## src/rtl/ahb_default_slave_err_pkg.sv

```systemverilog
// ahb_pkg: AHB transfer/response encodings and default-slave state type
package ahb_pkg;

    typedef enum logic [1:0] {
        HT_IDLE   = 2'b00,
        HT_BUSY   = 2'b01,
        HT_NONSEQ = 2'b10,
        HT_SEQ    = 2'b11
    } htrans_e;

    typedef enum logic [1:0] {
        HR_OKAY  = 2'b00,
        HR_ERROR = 2'b01
    } hresp_e;

    typedef enum logic [1:0] {
        S_IDLE,
        S_WAIT,
        S_ERR1,
        S_ERR2
    } ds_state_e;

    function automatic logic is_active(input logic [1:0] trans);
        return trans[1];
    endfunction

endpackage

```

## src/rtl/ahb_err_log.sv

```systemverilog
// ahb_err_log: first-error address/direction capture and saturating error counter
module ahb_err_log #(
    parameter int ADDR_W    = 32,
    parameter int ERR_CNT_W = 8
) (
    input  logic                 clk,
    input  logic                 rst_n,
    input  logic                 clr_i,
    input  logic                 cap_i,
    input  logic [ADDR_W-1:0]    addr_i,
    input  logic                 write_i,
    input  logic                 inc_i,
    output logic                 valid_o,
    output logic [ADDR_W-1:0]    addr_o,
    output logic                 write_o,
    output logic [ERR_CNT_W-1:0] cnt_o
);
    logic                 valid_q, valid_d;
    logic [ADDR_W-1:0]    addr_q, addr_d;
    logic                 write_q, write_d;
    logic [ERR_CNT_W-1:0] cnt_q, cnt_d;

    // clear first, then apply any coincident capture/increment on top of it
    always_comb begin
        valid_d = clr_i ? 1'b0 : valid_q;
        addr_d  = clr_i ? '0 : addr_q;
        write_d = clr_i ? 1'b0 : write_q;
        cnt_d   = clr_i ? '0 : cnt_q;
        if (cap_i && !valid_d) begin
            valid_d = 1'b1;
            addr_d  = addr_i;
            write_d = write_i;
        end
        if (inc_i && !(&cnt_d))
            cnt_d = cnt_d + 1'b1;
    end

    always_ff @(posedge clk or negedge rst_n) begin
        if (!rst_n) begin
            valid_q <= 1'b0;
            addr_q  <= '0;
            write_q <= 1'b0;
            cnt_q   <= '0;
        end else begin
            valid_q <= valid_d;
            addr_q  <= addr_d;
            write_q <= write_d;
            cnt_q   <= cnt_d;
        end
    end

    assign valid_o = valid_q;
    assign addr_o  = addr_q;
    assign write_o = write_q;
    assign cnt_o   = cnt_q;

endmodule

```

## src/rtl/ahb_default_slave_err.sv

```systemverilog
// ahb_default_slave_err: AHB default slave answering unmapped accesses with
// optional wait states and a two-cycle ERROR, plus first-error debug logging.
module ahb_default_slave_err
    import ahb_pkg::*;
#(
    parameter int ADDR_W      = 32,
    parameter int WAIT_CYCLES = 0,
    parameter int ERR_CNT_W   = 8,
    parameter int OKAY_MODE   = 0
) (
    input  logic                 HCLK,
    input  logic                 HRESET,
    input  logic                 HSELDefault,
    input  logic                 HREADYIn,
    input  logic [1:0]           HTRANS,
    input  logic [ADDR_W-1:0]    HADDR,
    input  logic                 HWRITE,
    input  logic                 ErrClr,
    output logic                 HREADYOut,
    output logic [1:0]           HRESP,
    output logic                 ErrValid,
    output logic [ADDR_W-1:0]    ErrAddr,
    output logic                 ErrWrite,
    output logic [ERR_CNT_W-1:0] ErrCount
);
    localparam logic [3:0] WLOAD = 4'((WAIT_CYCLES > 0) ? WAIT_CYCLES - 1 : 0);

    ds_state_e  state_q, state_d;
    logic [3:0] wait_q, wait_d;
    logic       hready_q;
    logic [1:0] hresp_q;
    logic       acc, take;

    assign acc  = HSELDefault & HREADYIn & is_active(HTRANS) & (OKAY_MODE == 0);
    assign take = acc & ((state_q == S_IDLE) | (state_q == S_ERR2));

    always_comb begin
        state_d = state_q;
        wait_d  = wait_q;
        unique case (state_q)
            S_IDLE, S_ERR2: begin
                state_d = take ? ((WAIT_CYCLES > 0) ? S_WAIT : S_ERR1) : S_IDLE;
                wait_d  = take ? WLOAD : wait_q;
            end
            S_WAIT: begin
                state_d = (wait_q == 4'd0) ? S_ERR1 : S_WAIT;
                wait_d  = (wait_q == 4'd0) ? wait_q : wait_q - 4'd1;
            end
            S_ERR1:  state_d = S_ERR2;
            default: state_d = S_IDLE;
        endcase
    end

    // outputs are decoded from the next state so they are registered with it
    always_ff @(posedge HCLK or negedge HRESET) begin
        if (!HRESET) begin
            state_q  <= S_IDLE;
            wait_q   <= 4'd0;
            hready_q <= 1'b1;
            hresp_q  <= HR_OKAY;
        end else begin
            state_q  <= state_d;
            wait_q   <= wait_d;
            hready_q <= (state_d == S_IDLE) || (state_d == S_ERR2);
            hresp_q  <= ((state_d == S_ERR1) || (state_d == S_ERR2)) ? HR_ERROR : HR_OKAY;
        end
    end

    assign HREADYOut = hready_q;
    assign HRESP     = hresp_q;

    ahb_err_log #(
        .ADDR_W    (ADDR_W),
        .ERR_CNT_W (ERR_CNT_W)
    ) u_log (
        .clk     (HCLK),
        .rst_n   (HRESET),
        .clr_i   (ErrClr),
        .cap_i   (take),
        .addr_i  (HADDR),
        .write_i (HWRITE),
        .inc_i   (state_q == S_ERR1),
        .valid_o (ErrValid),
        .addr_o  (ErrAddr),
        .write_o (ErrWrite),
        .cnt_o   (ErrCount)
    );

endmodule

```

## config.mk

```make
export PLATFORM = sky130hd
export DESIGN_NAME = ahb_default_slave_err
export DESIGN_NICKNAME = d
export VERILOG_FILES = /design/src/rtl/ahb_default_slave_err_pkg.sv /design/src/rtl/ahb_err_log.sv /design/src/rtl/ahb_default_slave_err.sv
export SDC_FILE = /design/constraint.sdc
export NUM_CORES = 1
export LEC_CHECK = 0
export ABC_CLOCK_PERIOD_IN_PS = 2000
export CAP_MARGIN = 5
export CORE_ASPECT_RATIO = 0.6
export CORE_MARGIN = 2
export CORE_UTILIZATION = 24
export DETAILED_ROUTE_END_ITERATION = 16
export PLACE_DENSITY = 0.49
export REMOVE_ABC_BUFFERS = 1
export SETUP_SLACK_MARGIN = 0.4
export SLEW_MARGIN = 30
export SYNTH_ARGS = -nofsm -noshare
export SYNTH_HDL_FRONTEND = slang
export SYNTH_SLANG_ARGS = --single-unit
export TNS_END_PERCENT = 5
```

## constraint.sdc

```tcl
create_clock -name HCLK -period 2 [get_ports HCLK]
set_clock_uncertainty 0.2 [all_clocks]
set_input_delay 0.5 -clock HCLK [delete_from_list [all_inputs] [get_ports HCLK]]
set_output_delay 0.5 -clock HCLK [all_outputs]
set_load 0.05 [all_outputs]
```

==> results of run 1 <==
## cell usage after synthesis, types with 4 or more instances
cell / instances / area [sq um]
dfrtp_1: 49 / 1230
nor2b_1: 36 / 225
mux2_4: 30 / 450
a21oi_1: 9 / 45.0
nand3_1: 7 / 35.0
ha_1: 6 / 75.1
inv_1: 6 / 22.5
nand4_1: 6 / 37.5
clkbuf_1: 5 / 18.8
mux2_2: 5 / 56.3
and3_1: 4 / 25.0
nand2_1: 4 / 15.0
nand2b_1: 4 / 25.0
## through the flow
| step | power [uW] | worst slack, ns | cells | setup TNS, ns |
|---|---|---|---|---|
| finish | 4270 | 0.237 | 472 | 0 |
| global route | 4500 | 0.181 | 472 | 0 |
| CTS | 4280 | 0.228 | 471 | 0 |
| detailed placement | 3120 | -0.223 | 456 | -7.25 |
| global placement | 3100 | -0.199 | 456 | -6.53 |
| floorplan | 2350 | -0.172 | 203 | -3.17 |
## layer usage
layer | vias to the layer above | wire (microns) | GRT usage
met5 | - | 0 | 0
met4 | 0 | 34 | 0.0223
met3 | 5 | 322 | 0.0354
met2 | 54 | 2850 | 0.171
met1 | 976 | 3620 | 0.174
li1 | 980 | - | -
## worst max-delay path by stage
stage	endpoint	from	depth (start not counted)
final	HRESP[0]	wait_q[1]	7
after global routing	u_log.cnt_o[7]	ErrClr	6
after CTS	HRESP[0]	wait_q[1]	7
after detailed placement	u_log.addr_o[4]	HTRANS[1]	5
after global placement	u_log.addr_o[3]	HTRANS[1]	5
after floorplan	u_log.cnt_o[1]	u_log.cnt_o[0]	5
## sequential cells by signal (all words and copies together) (netlist names)
register	count
u_log.cnt_o	8
u_log.addr_o	32
HRESP	1
u_log.valid_o	1
state_q	2
HREADYOut	1
u_log.write_o	1
wait_q	4
## kinds of logic after synthesis
kind of cell             after synthesis  synth area share
AND/OR/NAND/NOR                       84             0.204
flip-flops                            50             0.482
multiplexers                          35             0.195
AO/OA/AOI/OAI                         19            0.0448
buffers and inverters                 18            0.0375
adder cells (fa/ha/maj)                6            0.0289
XOR/XNOR                               2           0.00674
other                                  1           0.00144
## timing repair
action / CTS / global route
endpoints found under the hold margin: 9 / 0
gates cloned: 2 / 0
setup endpoints to repair: 57 / 69
pin swaps: 6 / 4
gates resized for setup: 32 / 11
hold buffers: 1 / 0
buffers inserted: 4 / 1
## final cells by class
cell class	count	area (sq um)	area share
inverters	6	22.5	0.00531
multi-input cells	147	1420	0.334
clock inverters	3	21.3	0.00502
repair buffers	122	1230	0.290
well taps	139	174	0.0410
flip-flops and latches	50	1250	0.296
clock buffers	5	125	0.0295
## power by group
| part | internal [uW] | switching [uW] | total (uW) |
|---|---|---|---|
| Combinational | 1030 | 1070 | 2090 |
| Sequential | 1190 | 112 | 1300 |
| Clock | 465 | 404 | 868 |
| Total | 2680 | 1580 | 4270 |
## worst max-delay path: stages, from the launching register on
cell and delay [ns]:
dfrtp_1 0.36, inv_2 0.06, ha_4 0.16, or3b_4 0.23, a21oi_2 0.05, or2_4 0.23
ha_4 0.15, or2_4 0.21
==> flow_summary.ini, run 1 <==
[run_status]
outcome = finished, final reports clean

[final_layout]
syn_to_final_growth_pct = 63.0
drive_gt1_frac = 0.471
design_area_sq_um = 4240
nFillCells = 1002
final_nets = 378
most-common-layout-cells = buf_4, dfrtp_1, nor2b_1, clkdlybuf4s50_1, mux2_4
final_util = 0.401
diodes = 0
final_common_cell = buf_4

[power_and_ir_drop]
p_leak_uw = 0.00202
peakVddDrop_v = 0.000477
powerDensity_nw_per_um2 = 1010

[global_routing]
antenna_found_initial = 0
first_global_vias = 2099
grt_use_total = 0.118
gr-total-overflow = 0
grt_max_degree = 29
grt_pass1_wl_microns = 11000

[clock_network]
cts_tree = yes
path_clk_slew_ns = 0.07
clk_latency_ns = 0.29
cts_made_buffers = 5
root_buffer = clkbuf_16
htree_levels = 2
clockBufferDepth = 2
clock_sinks = 50

[critical_path]
cp-start-kind = flop
reg2reg_from = wait_q[1]
reg2reg_depth = 7
crit_path_max_fanout = 3
end_kind = flop
rr_endpoint = HRESP[0]
critPathKind = reg2reg
crit_arrival_ns = 1.74
cp.required_ns = 1.98
rrSetupSlack_ns = 0.24

[synth]
syn_area_sq_um = 2600
netlist_instances = 215
synth_seq_cells = 50
synthArstFlopShare = 1.00
synth_cell_types = 39
synth_flop_cell = dfrtp_1
synth_seq_area_share = 0.482
synth_edf_count = 0
yosysWarnings = 0
syn_avg_cell_area_sq_um = 12.1

[die]
die_height_microns = 84.6
core_sq_um = 10600
die_w_microns = 138
pin_count = 85
rows = 29
dieArea_sq_um = 11700
start_util = 0.246

[placed_design]
place_area_sq_um = 3800
gp_congestion = 0.757
dpl.hpwl_microns = 4810
port_buffers = 82

[timing]
rsz0062_at_grt = yes
hold_ws_ns = 0.420
setup_viol = 0
hold_viol_final = 0
maxSlewViolCount = 0
timing.final.crit_share = 0.882
fmax_mhz = 567
period_needed_ns = 1.76

[drt]
vias_per_cell = 4.27
wirelength_microns = 6830
antenna_left = 0
vias = 2015
drc = 0
wl_per_cell_microns = 14.5
first_iter_violations = 74
dr.pass1.iters = 4

[job]
cap_viol_max_count = 0

[hold_path]
min_to = u_log.addr_o[1]
hp-class = reg2reg
min_from = u_log.addr_o[1]
hold_depth = 2
(Power assumes the default switching activity.)
==> run 2, diff against run 1 <==
--- a/config.mk
+++ b/config.mk
@@ -10,6 +10,7 @@
 export CORE_ASPECT_RATIO = 0.6
 export CORE_MARGIN = 2
 export CORE_UTILIZATION = 24
+export CTS_CLUSTER_SIZE = 10
 export DETAILED_ROUTE_END_ITERATION = 16
 export PLACE_DENSITY = 0.49
 export REMOVE_ABC_BUFFERS = 1
==> results of run 2 <==
Same layout as run 1: the final DEF is identical, and so are final timing and power.
